===== config.mk =====
export PLATFORM = sky130hd
export DESIGN_NAME = cache_axi_bridge
export DESIGN_NICKNAME = d
export VERILOG_FILES = /design/src/rtl/cache_axi_bridge_pkg.sv /design/src/rtl/cache_wbuf.sv /design/src/rtl/cache_axi_bridge.sv
export SDC_FILE = /design/constraint.sdc
export NUM_CORES = 1
export LEC_CHECK = 0
export CAP_MARGIN = 25
export CORE_AREA = 2 2 218 220
export DETAILED_ROUTE_END_ITERATION = 6
export DIE_AREA = 0 0 220 222
export DONT_BUFFER_PORTS = 1
export SETUP_SLACK_MARGIN = 0.3
export SLEW_MARGIN = 15
export SYNTH_ARGS = -nofsm -noshare
export SYNTH_HDL_FRONTEND = slang
export SYNTH_SLANG_ARGS = --single-unit

===== constraint.sdc =====
create_clock -name clk -period 1.6 [get_ports clk]
set_input_delay 0.32 -clock clk [delete_from_list [all_inputs] [get_ports clk]]
set_output_delay 0.32 -clock clk [all_outputs]
set_load 0.01 [all_outputs]

===== src/rtl/cache_axi_bridge_pkg.sv =====
// Shared encodings for the cache miss bridge: request types, AXI burst
// constants and the read/write FSM state types.
package cache_axi_bridge_pkg;

  localparam logic [2:0] RD_TYPE_BYTE      = 3'b000;
  localparam logic [2:0] RD_TYPE_HALF      = 3'b001;
  localparam logic [2:0] RD_TYPE_WORD      = 3'b010;
  localparam logic [2:0] RD_TYPE_CACHELINE = 3'b100;

  localparam logic [1:0] AXI_BURST_INCR = 2'b01;
  localparam logic [2:0] AXI_SIZE_4B    = 3'd2;

  typedef enum logic [1:0] {R_IDLE, R_AR, R_DATA} rd_state_t;
  typedef enum logic [1:0] {W_IDLE, W_AW, W_DATA, W_RESP} wr_state_t;

  // AxLEN for a request: a full burst for a line, a single beat otherwise.
  function automatic logic [7:0] burst_len(input logic [2:0] req_type,
                                           input int unsigned beats);
    return (req_type == RD_TYPE_CACHELINE) ? 8'(beats - 1) : 8'd0;
  endfunction

  // AxSIZE for a request: word beats for a line, else the access size.
  function automatic logic [2:0] burst_size(input logic [2:0] req_type);
    return (req_type == RD_TYPE_CACHELINE) ? AXI_SIZE_4B : {1'b0, req_type[1:0]};
  endfunction

endpackage


===== src/rtl/cache_wbuf.sv =====
// Write line buffer: holds a cache line and presents it one 32-bit word at a
// time, counting beats so the final beat of the burst can be flagged.
module cache_wbuf #(
  parameter int unsigned LINE_WIDTH = 256
) (
  input  logic                  clk,
  input  logic                  resetn,
  input  logic                  load,
  input  logic [LINE_WIDTH-1:0] data,
  input  logic                  shift,
  input  logic [7:0]            len,
  output logic [31:0]           word,
  output logic                  last
);

  logic [LINE_WIDTH-1:0] line_q;
  logic [7:0]            cnt_q;

  // Load a fresh line (counter back to 0) or step to the next word.
  always_ff @(posedge clk) begin
    if (!resetn) begin
      line_q <= '0;
      cnt_q  <= '0;
    end else if (load) begin
      line_q <= data;
      cnt_q  <= '0;
    end else if (shift) begin
      line_q <= line_q >> 32;
      cnt_q  <= cnt_q + 8'd1;
    end
  end

  assign word = line_q[31:0];
  assign last = (cnt_q == len);

endmodule


===== src/rtl/cache_axi_bridge.sv =====
// Cache miss interface to AXI4 bridge: one read (AR/R) and one write
// (AW/W/B) transaction in flight at most, with reads returned word by word.
import cache_axi_bridge_pkg::*;

module cache_axi_bridge #(
  parameter int unsigned LINE_WIDTH = 256,
  parameter logic [3:0]  RD_ID      = 4'd0,
  parameter logic [3:0]  WR_ID      = 4'd1
) (
  input  logic                  clk,
  input  logic                  resetn,
  // cache read side
  input  logic                  rd_req,
  input  logic [2:0]            rd_type,
  input  logic [31:0]           rd_addr,
  output logic                  rd_rdy,
  output logic                  ret_valid,
  output logic                  ret_last,
  output logic [31:0]           ret_data,
  // cache write side
  input  logic                  wr_req,
  input  logic [2:0]            wr_type,
  input  logic [31:0]           wr_addr,
  input  logic [3:0]            wr_wstrb,
  input  logic [LINE_WIDTH-1:0] wr_data,
  output logic                  wr_rdy,
  // AXI AR
  output logic [3:0]            arid,
  output logic [31:0]           araddr,
  output logic [7:0]            arlen,
  output logic [2:0]            arsize,
  output logic [1:0]            arburst,
  output logic                  arvalid,
  input  logic                  arready,
  // AXI R
  input  logic [3:0]            rid,
  input  logic [31:0]           rdata,
  input  logic [1:0]            rresp,
  input  logic                  rlast,
  input  logic                  rvalid,
  output logic                  rready,
  // AXI AW
  output logic [3:0]            awid,
  output logic [31:0]           awaddr,
  output logic [7:0]            awlen,
  output logic [2:0]            awsize,
  output logic [1:0]            awburst,
  output logic                  awvalid,
  input  logic                  awready,
  // AXI W
  output logic [31:0]           wdata,
  output logic [3:0]            wstrb,
  output logic                  wlast,
  output logic                  wvalid,
  input  logic                  wready,
  // AXI B
  input  logic [3:0]            bid,
  input  logic [1:0]            bresp,
  input  logic                  bvalid,
  output logic                  bready
);

  localparam int unsigned BEATS = LINE_WIDTH / 32;

  rd_state_t   rd_state;
  wr_state_t   wr_state;
  logic [31:0] rd_addr_q;
  logic [2:0]  rd_type_q;
  logic [31:0] wr_addr_q;
  logic [2:0]  wr_type_q;
  logic [3:0]  wr_wstrb_q;
  logic        both_idle;
  logic        wr_accept;
  logic        buf_last;
  logic [31:0] buf_word;

  // Response IDs and status codes carry nothing this bridge acts on.
  logic unused_resp;
  assign unused_resp = ^{rid, rresp, bid, bresp};

  // A write presented alongside a read while idle takes priority, so that
  // pending stores reach memory before a refill can read the same line.
  assign both_idle = (rd_state == R_IDLE) && (wr_state == W_IDLE);
  assign wr_rdy    = both_idle;
  assign rd_rdy    = both_idle && !wr_req;
  assign wr_accept = wr_req && wr_rdy;

  // Read FSM: latch the request, issue AR, then stream R beats back.
  always_ff @(posedge clk) begin
    if (!resetn) begin
      rd_state  <= R_IDLE;
      arvalid   <= 1'b0;
      rready    <= 1'b0;
      rd_addr_q <= '0;
      rd_type_q <= '0;
    end else begin
      case (rd_state)
        R_IDLE: if (rd_req && rd_rdy) begin
          rd_addr_q <= rd_addr;
          rd_type_q <= rd_type;
          arvalid   <= 1'b1;
          rd_state  <= R_AR;
        end
        R_AR: if (arready) begin
          arvalid  <= 1'b0;
          rready   <= 1'b1;
          rd_state <= R_DATA;
        end
        R_DATA: if (rvalid && rlast) begin
          rready   <= 1'b0;
          rd_state <= R_IDLE;
        end
        default: rd_state <= R_IDLE;
      endcase
    end
  end

  assign arid      = RD_ID;
  assign araddr    = rd_addr_q;
  assign arlen     = burst_len(rd_type_q, BEATS);
  assign arsize    = burst_size(rd_type_q);
  assign arburst   = AXI_BURST_INCR;
  assign ret_valid = rready && rvalid;
  assign ret_last  = rready && rlast;
  assign ret_data  = rdata;

  // Write FSM: latch the request, issue AW, drain the line buffer on W,
  // then wait for the B response.
  always_ff @(posedge clk) begin
    if (!resetn) begin
      wr_state   <= W_IDLE;
      awvalid    <= 1'b0;
      wvalid     <= 1'b0;
      bready     <= 1'b0;
      wr_addr_q  <= '0;
      wr_type_q  <= '0;
      wr_wstrb_q <= '0;
    end else begin
      case (wr_state)
        W_IDLE: if (wr_accept) begin
          wr_addr_q  <= wr_addr;
          wr_type_q  <= wr_type;
          wr_wstrb_q <= wr_wstrb;
          awvalid    <= 1'b1;
          wr_state   <= W_AW;
        end
        W_AW: if (awready) begin
          awvalid  <= 1'b0;
          wvalid   <= 1'b1;
          wr_state <= W_DATA;
        end
        W_DATA: if (wready && buf_last) begin
          wvalid   <= 1'b0;
          bready   <= 1'b1;
          wr_state <= W_RESP;
        end
        W_RESP: if (bvalid) begin
          bready   <= 1'b0;
          wr_state <= W_IDLE;
        end
        default: wr_state <= W_IDLE;
      endcase
    end
  end

  cache_wbuf #(
    .LINE_WIDTH (LINE_WIDTH)
  ) u_wbuf (
    .clk    (clk),
    .resetn (resetn),
    .load   (wr_accept),
    .data   (wr_data),
    .shift  (wvalid && wready),
    .len    (awlen),
    .word   (buf_word),
    .last   (buf_last)
  );

  assign awid    = WR_ID;
  assign awaddr  = wr_addr_q;
  assign awlen   = burst_len(wr_type_q, BEATS);
  assign awsize  = burst_size(wr_type_q);
  assign awburst = AXI_BURST_INCR;
  assign wdata   = buf_word;
  assign wstrb   = (wr_type_q == RD_TYPE_CACHELINE) ? 4'hf : wr_wstrb_q;
  assign wlast   = wvalid && buf_last;

endmodule


# After elaboration in Yosys (flattened, before gate mapping)
# Index checks and enable logic that the tools add are counted.
# op_classes
bitwise,1
reduce_logical,29
n_mux,31
add_sub_neg,1
eq_ne,15
# op_table
cell,count
$mux W256,2
$mux W2,9
$reduce_and A3 Y1,6
$reduce_bool A2 Y1,6
$logic_and A1 B1 Y1,10
$mux W1,10
$ne A2 B2 Y1 const B,5
$pmux W1 S2,5
$add A8 B1 Y8 const B,1
$eq A8 B3 Y1,1
$pmux W2 S4,1
$eq A2 B2 Y1 const B,3
$eq A3 B3 Y1 const B,2
$mux W3,2
$pmux W2 S3,1
$eq A2 B1 Y1 const B,2
$logic_not A2 Y1,2
$mux W4,1
$ne A2 B1 Y1 const B,2
$reduce_and A2 Y1,2
$reduce_and A4 Y1,1
$reduce_or A2 Y1,1
$logic_not A1 Y1,1
$not A1 Y1,1
# totals
input_bits,384
regBits,347
wordCells,91

# Longest topological paths before layout
# Gate-level depths: netlist of run 1.
# logic_depth
depth_word,6
depth_mapped,8

# By module
# Synthesis of run 1 repeated with hierarchy kept, for this count alone.
# unflattened
hier_cells,1900
area_unflattened_um2,16418.2
# modules_own_cells
mod,cells_each,seq_area_each_um2,instances,area_each_um2
cache_wbuf,1443,5285.1,1,12578.3
cache_axi_bridge,457,1661.6,1,3839.9

# Worst setup path before layout of run 1
# Ideal clock, no wire load.
# synth_path
kind,register -> register
startpoint,register wr_state[0]
endpoint,register rd_addr_q[0] (netlist: araddr[0])
required_ps,1484
t_arrival_ps,1572
path_buffers,1
path_stages_with_launch,8
setup_ps,116
path_slack_ps,-89
cell_sequence,dfxtp_1 -> inv_1 -> ha_1 -> nor4b_2 -> nand2_1 -> clkbuf_1 -> nand2_1 -> a21boi_1
# synth_between
elab_chain_len,5
# synth_lines
item,line_no,text
from (decl),cache_axi_bridge.sv:66,wr_state_t wr_state;
from (signal assigned),cache_axi_bridge.sv:131,wr_state <= W_IDLE;
from (signal assigned),cache_axi_bridge.sv:145,wr_state <= W_AW;
from (signal assigned),cache_axi_bridge.sv:150,wr_state <= W_DATA;
$logic_not A2 Y1,cache_axi_bridge.sv:83,assign both_idle = (rd_state == R_IDLE) && (wr_state == W_IDLE);
$logic_and A1 B1 Y1,cache_axi_bridge.sv:83,
$logic_and A1 B1 Y1,cache_axi_bridge.sv:85,assign rd_rdy = both_idle && !wr_req;
named net rd_rdy,cache_axi_bridge.sv:16,"output logic rd_rdy,"
$logic_and A1 B1 Y1,cache_axi_bridge.sv:98,R_IDLE: if (rd_req && rd_rdy) begin
$reduce_and A2 Y1 (no line),--,
to (signal assigned),cache_axi_bridge.sv:99,rd_addr_q <= rd_addr;
to (decl),cache_axi_bridge.sv:67,logic [31:0] rd_addr_q;
# The timed path passes the listed nets, and every way through them passes these cells.
# A chain may end at the register's enable or synchronous reset.

# Worst setup path after layout of run 1
# layout_path
startpoint,register wr_state[0]
endpoint,register u_wbuf.line_q[13]
# layout_between
elab_chain_len,4
word_cells_on_any_way,5
cone_classes,1 x mux; 4 x reduce/logical
# layout_lines
item,line_no,text
$logic_not A2 Y1 *,cache_axi_bridge.sv:83,
$logic_and A1 B1 Y1 *,cache_axi_bridge.sv:83,
$logic_and A1 B1 Y1 *,cache_axi_bridge.sv:86,assign wr_accept = wr_req && wr_rdy;
$mux W256 / $reduce_bool A2 Y1 (equally long branches),--,
to (signal assigned),cache_wbuf.sv:25,line_q <= data;
to (signal assigned),cache_wbuf.sv:28,line_q <= line_q >> 32;
to (decl),cache_wbuf.sv:16,logic [LINE_WIDTH-1:0] line_q;
# Mark *: on every way between the ends. The rest lies on a longest branch, timed or not.

==> impl_metrics.tcl, run 1 <==
set metrics [dict create \
    utilization_pct 56.76 \
    track_usage_pct 24.20 \
    postLayoutSetupSlackWorst_ns -0.5907 \
    numClockSinks 347 \
    endpoint_kind "flop" \
    crit_type "reg2reg" \
    run_status "complete, but fails checks" \
    register_area_um2 7107 \
    vias_in_the_first_global_route 16380 \
    drt_drc_violations_left 0 \
    yosys_register_bits 347 \
    postSynthCellCount 1925 \
    highest_layer "met4" \
    finalHoldViolations 26 \
    synth.distinct_cells 42 \
    ys_seq_area_share_pct 44.15 \
    total_of_warnings_raised_by_yosys 0 \
    fin_skew_ns 0.02645 \
    floorplan.io_pins 560 \
    row_count 79 \
    insertion_delay_ns 0.57 \
    initial_utilization_pct 34.01 \
    tritoncts.num_buffers 40 \
    cts-root-to-sink-buffers 3 \
    fin_worst_hold_slack_ns -0.1082 \
    design.final.nets 2701 \
    reg2reg_setup_slack_ns -0.59 \
    synthToLayoutAreaGrowth_pct 66.89 \
    mappedNetlistArea_um2 15730 \
    met3_routed_length_mm 4.983 \
    worst_slew_margin_rel_pct 26.78 \
    core_area_um2 46260 \
    die-width_um 220 \
    hold_class "in2reg" \
    wirelength_mm 68.63 \
    startpoint_type "flop" \
    dpl_cells 2363 \
    dr_total_vias 16570 \
    maxClockFrequency_ghz 0.4565 \
    drtIter0Drc 1581 \
    synth_ff_type "dfxtp_1" \
    cts_max_level 2 \
    detail-route-antenna-nets 0 \
    power.ir.vdd_worst_uv 1358 \
    timing_worst_slew_pin_value_ns 1.098 \
    synth_edf_count 0 \
    port_buffer_cells 0 \
    violated_checks "negative hold slack, negative setup slack" \
    period_needed_ns 2.191 \
    setup-violations-final 358 \
    grt_antenna_before_repair 14 \
    finalCritPeriodShare_pct 136.9 \
    via_per_inst 5.599 \
    routed_wire_length_per_instance_um 23.19 \
    pre_cts_slack_ns 0.007975 \
    multi_input_comb_area_um2 9056 \
    clock-root-buffer "clkbuf_16" \
    critical_path_required_ns 2.02 \
    clkTransAtPathRegs_ns 0.06 \
    grt_overflow 0 \
    number_of_max_cap_violations 0 \
    final_layout_size_suffix_gt1_share_pct 29.05 \
    avg_synthesized_cell_area_um2 8.173 \
    synth-async-reset-ratio_pct 0 \
    power.static_leakage_nw 12.47 \
    design.die.area_um2 48840 \
    routed_met1_length_mm 26.34 \
    drv_slew 0 \
    fill_cells 3471 \
    pin_count_of_the_biggest_net_entering_global_routing 344 \
    place.detailed.hpwl_mm 31.69 \
    routed-wl-met2_mm 33.67 \
    grt_first_pass_wirelength_mm 93.21 \
    rsz0062_at_grt "yes" \
    gp_congestion 0.8090 \
    die_h_um 222 \
    maximum_fanout_count_along_the_critical_path 6 \
    drt_pass1_iterations 7 \
    tritoncts "done" \
    crit_arrival_ns 2.61 \
    stdcell_count 2959 \
    power_density_nw_per_um2 1588 \
]
-- cell families after synthesis --
logic type | count (synthesis) | synth area share (%)
flip-flops | 347 | 44.15
AO/OA/AOI/OAI | 348 | 20.13
multiplexers | 3 | 0.2227
adder cells (fa/ha/maj) | 6 | 0.4772
AND/OR/NAND/NOR | 949 | 25.45
buffers and inverters | 263 | 9.130
other | 2 | 0.04774
XOR/XNOR | 7 | 0.3897
-- critical path: stages, from the launching register on --
cell and delay, ns:
dfxtp_2 0.34, inv_2 0.08, ha_4 0.15, buf_6 0.10
buf_6 0.10, nand3_4 0.10, buf_12 0.15, buf_12 0.12
buf_12 0.11, buf_16 0.12, buf_12 0.14, buf_12 0.13
buf_16 0.13, o211a_1 0.25
-- path summary, 6_finish.rpt --
check          startpoint  depth (start not counted)           endpoint
max           wr_state[0]                         13  u_wbuf.line_q[13]
max reg2reg   wr_state[0]                         13  u_wbuf.line_q[13]
min                resetn                          2             wvalid
min reg2reg  wr_type_q[2]                          2       wr_type_q[2]
-- power breakdown --
| part | internal [mW] | switching (mW) | total (mW) |
|---|---|---|---|
| logic | 11.0 | 8.45 | 19.5 |
| clock network | 5.67 | 3.88 | 9.55 |
| registers | 10.8 | 1.83 | 12.7 |
| total | 27.5 | 14.2 | 41.7 |
-- Yosys cell counts, types with 2 or more instances --
cell | count | area share, %
ha_1 | 6 | 0.48
or2_2 | 5 | 0.20
nor2b_1 | 2 | 0.080
o21a_1 | 2 | 0.095
buf_2 | 64 | 2.0
xor2_1 | 5 | 0.28
buf_4 | 97 | 4.6
clkbuf_1 | 89 | 2.1
o31a_1 | 2 | 0.11
conb_1 | 2 | 0.048
nand2_1 | 644 | 15
a21oi_1 | 2 | 0.064
o211a_1 | 224 | 14
xnor2_1 | 2 | 0.11
o21ai_0 | 4 | 0.13
mux2i_1 | 2 | 0.13
dfxtp_1 | 347 | 44
buf_1 | 6 | 0.14
and2_1 | 6 | 0.24
and3b_1 | 2 | 0.11
a21boi_1 | 30 | 1.4
and3_1 | 4 | 0.16
nor2_1 | 11 | 0.26
o211ai_1 | 2 | 0.095
nand4_1 | 5 | 0.20
or2b_1 | 3 | 0.14
a21boi_0 | 77 | 3.7
nand3_1 | 261 | 8.3
inv_1 | 6 | 0.14
-- what timing repair did --
| item | in CTS | in global routing |
|---|---|---|
| gates cloned | 69 | 15 |
| endpoints found under the setup margin | 425 | 444 |
| setup buffers | 71 | 25 |
| pin swaps | 108 | 125 |
| hold buffers | 332 | 1 |
| hold endpoints to repair | 347 | 76 |
| gates resized for setup | 285 | 411 |
-- metal layers --
| metal | vias to the layer above | track usage, % |
|---|---|---|
| met5 | - | 0 |
| met4 | 0 | 10.33 |
| met3 | 262 | 5.158 |
| met2 | 948 | 41.14 |
| met1 | 8056 | 29.29 |
| li1 | 7301 | - |
-- cell usage in the layout, fill, tap and decap left out, drive strengths merged, types with 2 or more instances in the layout --
cell type / netlist / final
and3b: 2 / 2
xnor2: 2 / 2
clkinv: 0 / 9
o31a: 2 / 2
or2: 5 / 5
and2: 6 / 6
mux2i: 2 / 2
nand4: 5 / 5
o21ai: 4 / 4
o211a: 224 / 224
or2b: 3 / 3
xor2: 5 / 5
buf: 167 / 234
and3: 4 / 4
o21a: 2 / 2
inv: 6 / 6
diode: 0 / 15
dfxtp: 347 / 347
nand3: 261 / 261
dlygate4sd3: 0 / 333
bufinv: 0 / 4
clkbuf: 89 / 65
o211ai: 2 / 2
nor2b: 2 / 2
nand2: 644 / 644
nor2: 11 / 11
ha: 6 / 6
nor3b: 2 / 2
a21oi: 2 / 2
conb: 2 / 24
a21boi: 107 / 107
-- registers in the layout, summed over array words and instances (netlist names) --
signal	flops
araddr	32
arvalid	1
awaddr	32
awvalid	1
bready	1
rd_state	2
rd_type_q	3
rready	1
u_wbuf.cnt_q	8
u_wbuf.line_q	256
wr_state	2
wr_type_q	3
wr_wstrb_q	4
wvalid	1
-- layout make-up --
| cell class | count | share of cell area, % |
|---|---|---|
| Multi-Input combinational cell | 1337 | 34.49 |
| Clock buffer | 54 | 4.356 |
| Timing Repair Buffer | 579 | 30.16 |
| Clock inverter | 14 | 0.8006 |
| Tap cell | 607 | 2.893 |
| Antenna cell | 15 | 0.1430 |
| Inverter | 6 | 0.08578 |
| Sequential cell | 347 | 27.07 |
-- per-stage QoR --
stage / TNS, ns / instance area [um^2] / power [mW]
after detailed placement: 0 / 16100 / 20.63
after global placement: 0 / 16100 / 20.29
after floorplan: 0 / 16150 / 19.20
after CTS: -106.99 / 24450 / 38.38
after global routing: -162.20 / 26250 / 43.42
final: -149.86 / 26260 / 41.70
(Power assumes the default switching activity.)
==> inputs of run 2 (changes only) <==
--- a/config.mk
+++ b/config.mk
@@ -10,6 +10,7 @@
 export DETAILED_ROUTE_END_ITERATION = 6
 export DIE_AREA = 0 0 220 222
 export DONT_BUFFER_PORTS = 1
+export MAX_ROUTING_LAYER = met4
 export SETUP_SLACK_MARGIN = 0.3
 export SLEW_MARGIN = 15
 export SYNTH_ARGS = -nofsm -noshare
==> impl_metrics.tcl, run 2 (synthesis results as in run 1) <==
set metrics [dict create \
    utilization_pct 56.97 \
    pin_count_of_the_biggest_net_entering_global_routing 344 \
    synthToLayoutAreaGrowth_pct 67.50 \
    pre_cts_slack_ns 0.007975 \
    initial_utilization_pct 34.01 \
    register_containing_the_most_flip_flops_in_the_final_layout "u_wbuf.line_q" \
    grt_util_met3_pct 4.527 \
    timing.critical_path.buf_inv 10 \
    worstPathCellList "inv_2, ha_4, buf_6, buf_6, nand3_4, buf_12, buf_12, buf_12, buf_16, buf_12, buf_12, buf_16, o211a_1" \
    grt.met2_usage_pct 41.11 \
    die-width_um 220 \
    drtIter0Drc 1576 \
    worst_path_largest_cell_delay_ns 0.34 \
    critical_path_required_ns 2.03 \
    register_area_um2 7086 \
    cts-root-to-sink-buffers 3 \
    multi_input_comb_area_um2 9045 \
    mostFrequentLayoutCell "nand2_1" \
    insertion_delay_ns 0.57 \
    power.total_mw 41.81 \
    postLayoutSetupSlackWorst_ns -0.5817 \
    port_buffer_cells 0 \
    crit_arrival_ns 2.61 \
    run_status "complete, but fails checks" \
    drt_drc_violations_left 4 \
    number_of_max_cap_violations 0 \
    most_frequent_cells_in_the_layout "nand2_1, dlygate4sd3_1, dfxtp_1" \
    depth_of_the_worst_register_to_register_path 13 \
    setup-violations-final 357 \
    grt_overflow 0 \
    stdcell_area_um2 26350 \
    timing.rr.start "wr_state[0]" \
    rsz0062_at_grt "yes" \
    finalHoldViolations 0 \
    grtUsageMet1_pct 29.60 \
    timing_worst_slew_pin_value_ns 1.040 \
    timing.critical_path.slowest_stage_cell "dfxtp_2" \
    cts_max_level 2 \
    violated_checks "design-rule violations, negative setup slack" \
    grt_antenna_before_repair 19 \
    drt_pass1_iterations 7 \
    crit_type "reg2reg" \
    design.die.area_um2 48840 \
    power.ir.vdd_worst_uv 1389 \
    routed_wire_length_per_instance_um 23.56 \
    final_layout_size_suffix_gt1_share_pct 28.70 \
    largest_reg_flops 256 \
    place.detailed.hpwl_mm 31.69 \
    power_density_nw_per_um2 1586 \
    core_area_um2 46260 \
    numClockSinks 347 \
    setup_total_negative_slack_ns -150.00 \
    grt_first_pass_wirelength_mm 93.16 \
    fin_skew_ns 0.02438 \
    hold_start "arready" \
    startpoint_type "flop" \
    clkTransAtPathRegs_ns 0.07 \
    wirelength_mm 70.03 \
    maximum_fanout_count_along_the_critical_path 6 \
    worst_slew_margin_rel_pct 30.46 \
    drv_slew 0 \
    clock-root-buffer "clkbuf_16" \
    period_needed_ns 2.182 \
    design.final.nets 2709 \
    via_per_inst 5.631 \
    total_number_of_cells_along_the_worst_setup_path 13 \
    dr_total_vias 16730 \
    endpoint_kind "flop" \
    worst_path_dominant_cell_family "buffers and inverters" \
    die_h_um 222 \
    maxClockFrequency_ghz 0.4584 \
    place_area_um2 16100 \
    tritoncts.num_buffers 40 \
    grt_peak_use_layer "met2" \
    most_used_cell_cp "buf_12" \
    vias_in_the_first_global_route 16410 \
    hold_class "in2reg" \
    track_usage_pct 24.91 \
    fill_cells 3444 \
    detail-route-antenna-nets 0 \
    tritoncts "done" \
    floorplan.io_pins 560 \
    setup.worst_path.start "wr_state[0]" \
    hold_path_depth 2 \
    power.static_leakage_nw 12.51 \
    row_count 79 \
    gp_congestion 0.8209 \
    finalCritPeriodShare_pct 136.4 \
]
[run 2: cell types whose count changed in the layout (fill, tap and decap cells not counted), moves of 2 or more]
cell           before  now
dfxtp_4            28   26
diode_2            15   20
nand2_2            28   37
dlygate4sd3_1     333  337
buf_4              35   37
a21boi_1           51   54
nand2_1           563  557
clkbuf_16          51   53
nand2_4            51   48
dfxtp_1           275  288
a21boi_2           51   48
dfxtp_2            44   33
[run 2: worst paths after layout]
| path | to | slack (ns) |
|---|---|---|
| max reg2reg | u_wbuf.line_q[13] | -0.58 |
| min reg2reg | wr_type_q[2] | 0.46 |
| min | rd_state[0] | 0.01 |
| max | u_wbuf.line_q[13] | -0.58 |
[run 2: stage by stage]
step	instances	hold WS, ns
floorplan	1947	0.4293
global placement	2363	0.4429
detailed placement	2363	0.4437
CTS	2903	-0.1420
global route	2971	-0.005257
finish	2972	0.01279
[run 2: area by class of cell]
cell class	instances	share of cell area (%)
Clock inverter	14	0.7976
Sequential cell	347	26.89
Multi-Input combinational cell	1337	34.32
Tap cell	607	2.882
Antenna cell	20	0.1899
Clock buffer	54	4.340
Timing Repair Buffer	587	30.50
Inverter	6	0.08546
[run 2: where the power goes]
part | internal, mW | switching, mW | total, mW
clock | 5.67 | 3.88 | 9.55
sequential | 10.8 | 1.82 | 12.6
combinational | 11.1 | 8.55 | 19.6
total | 27.6 | 14.2 | 41.8
[run 2: repair_timing]
action                                 in CTS  in global routing
setup endpoints to repair                 425                444
gates cloned                               69                 18
setup buffers                              71                 25
pin swaps                                 108                128
hold buffers                              332                  6
endpoints found under the hold margin     347                 30
resized for setup                         285                393
[run 2: worst register-to-register path, cell delays in order, from the launching register on]
cell	delay (ns)
dfxtp_2	0.34
inv_2	0.08
ha_4	0.15
buf_6	0.10
buf_6	0.11
nand3_4	0.10
buf_12	0.15
buf_12	0.12
buf_12	0.12
buf_16	0.12
buf_12	0.15
buf_12	0.14
buf_16	0.13
o211a_1	0.24
[run 2: layer usage]
| metal | vias to the layer above | wire (um) |
|---|---|---|
| li1 | 7301 | - |
| met3 | 278 | 5261 |
| met2 | 1019 | 34270 |
| met4 | 0 | 3540 |
| met1 | 8136 | 26960 |
| met5 | - | 0 |
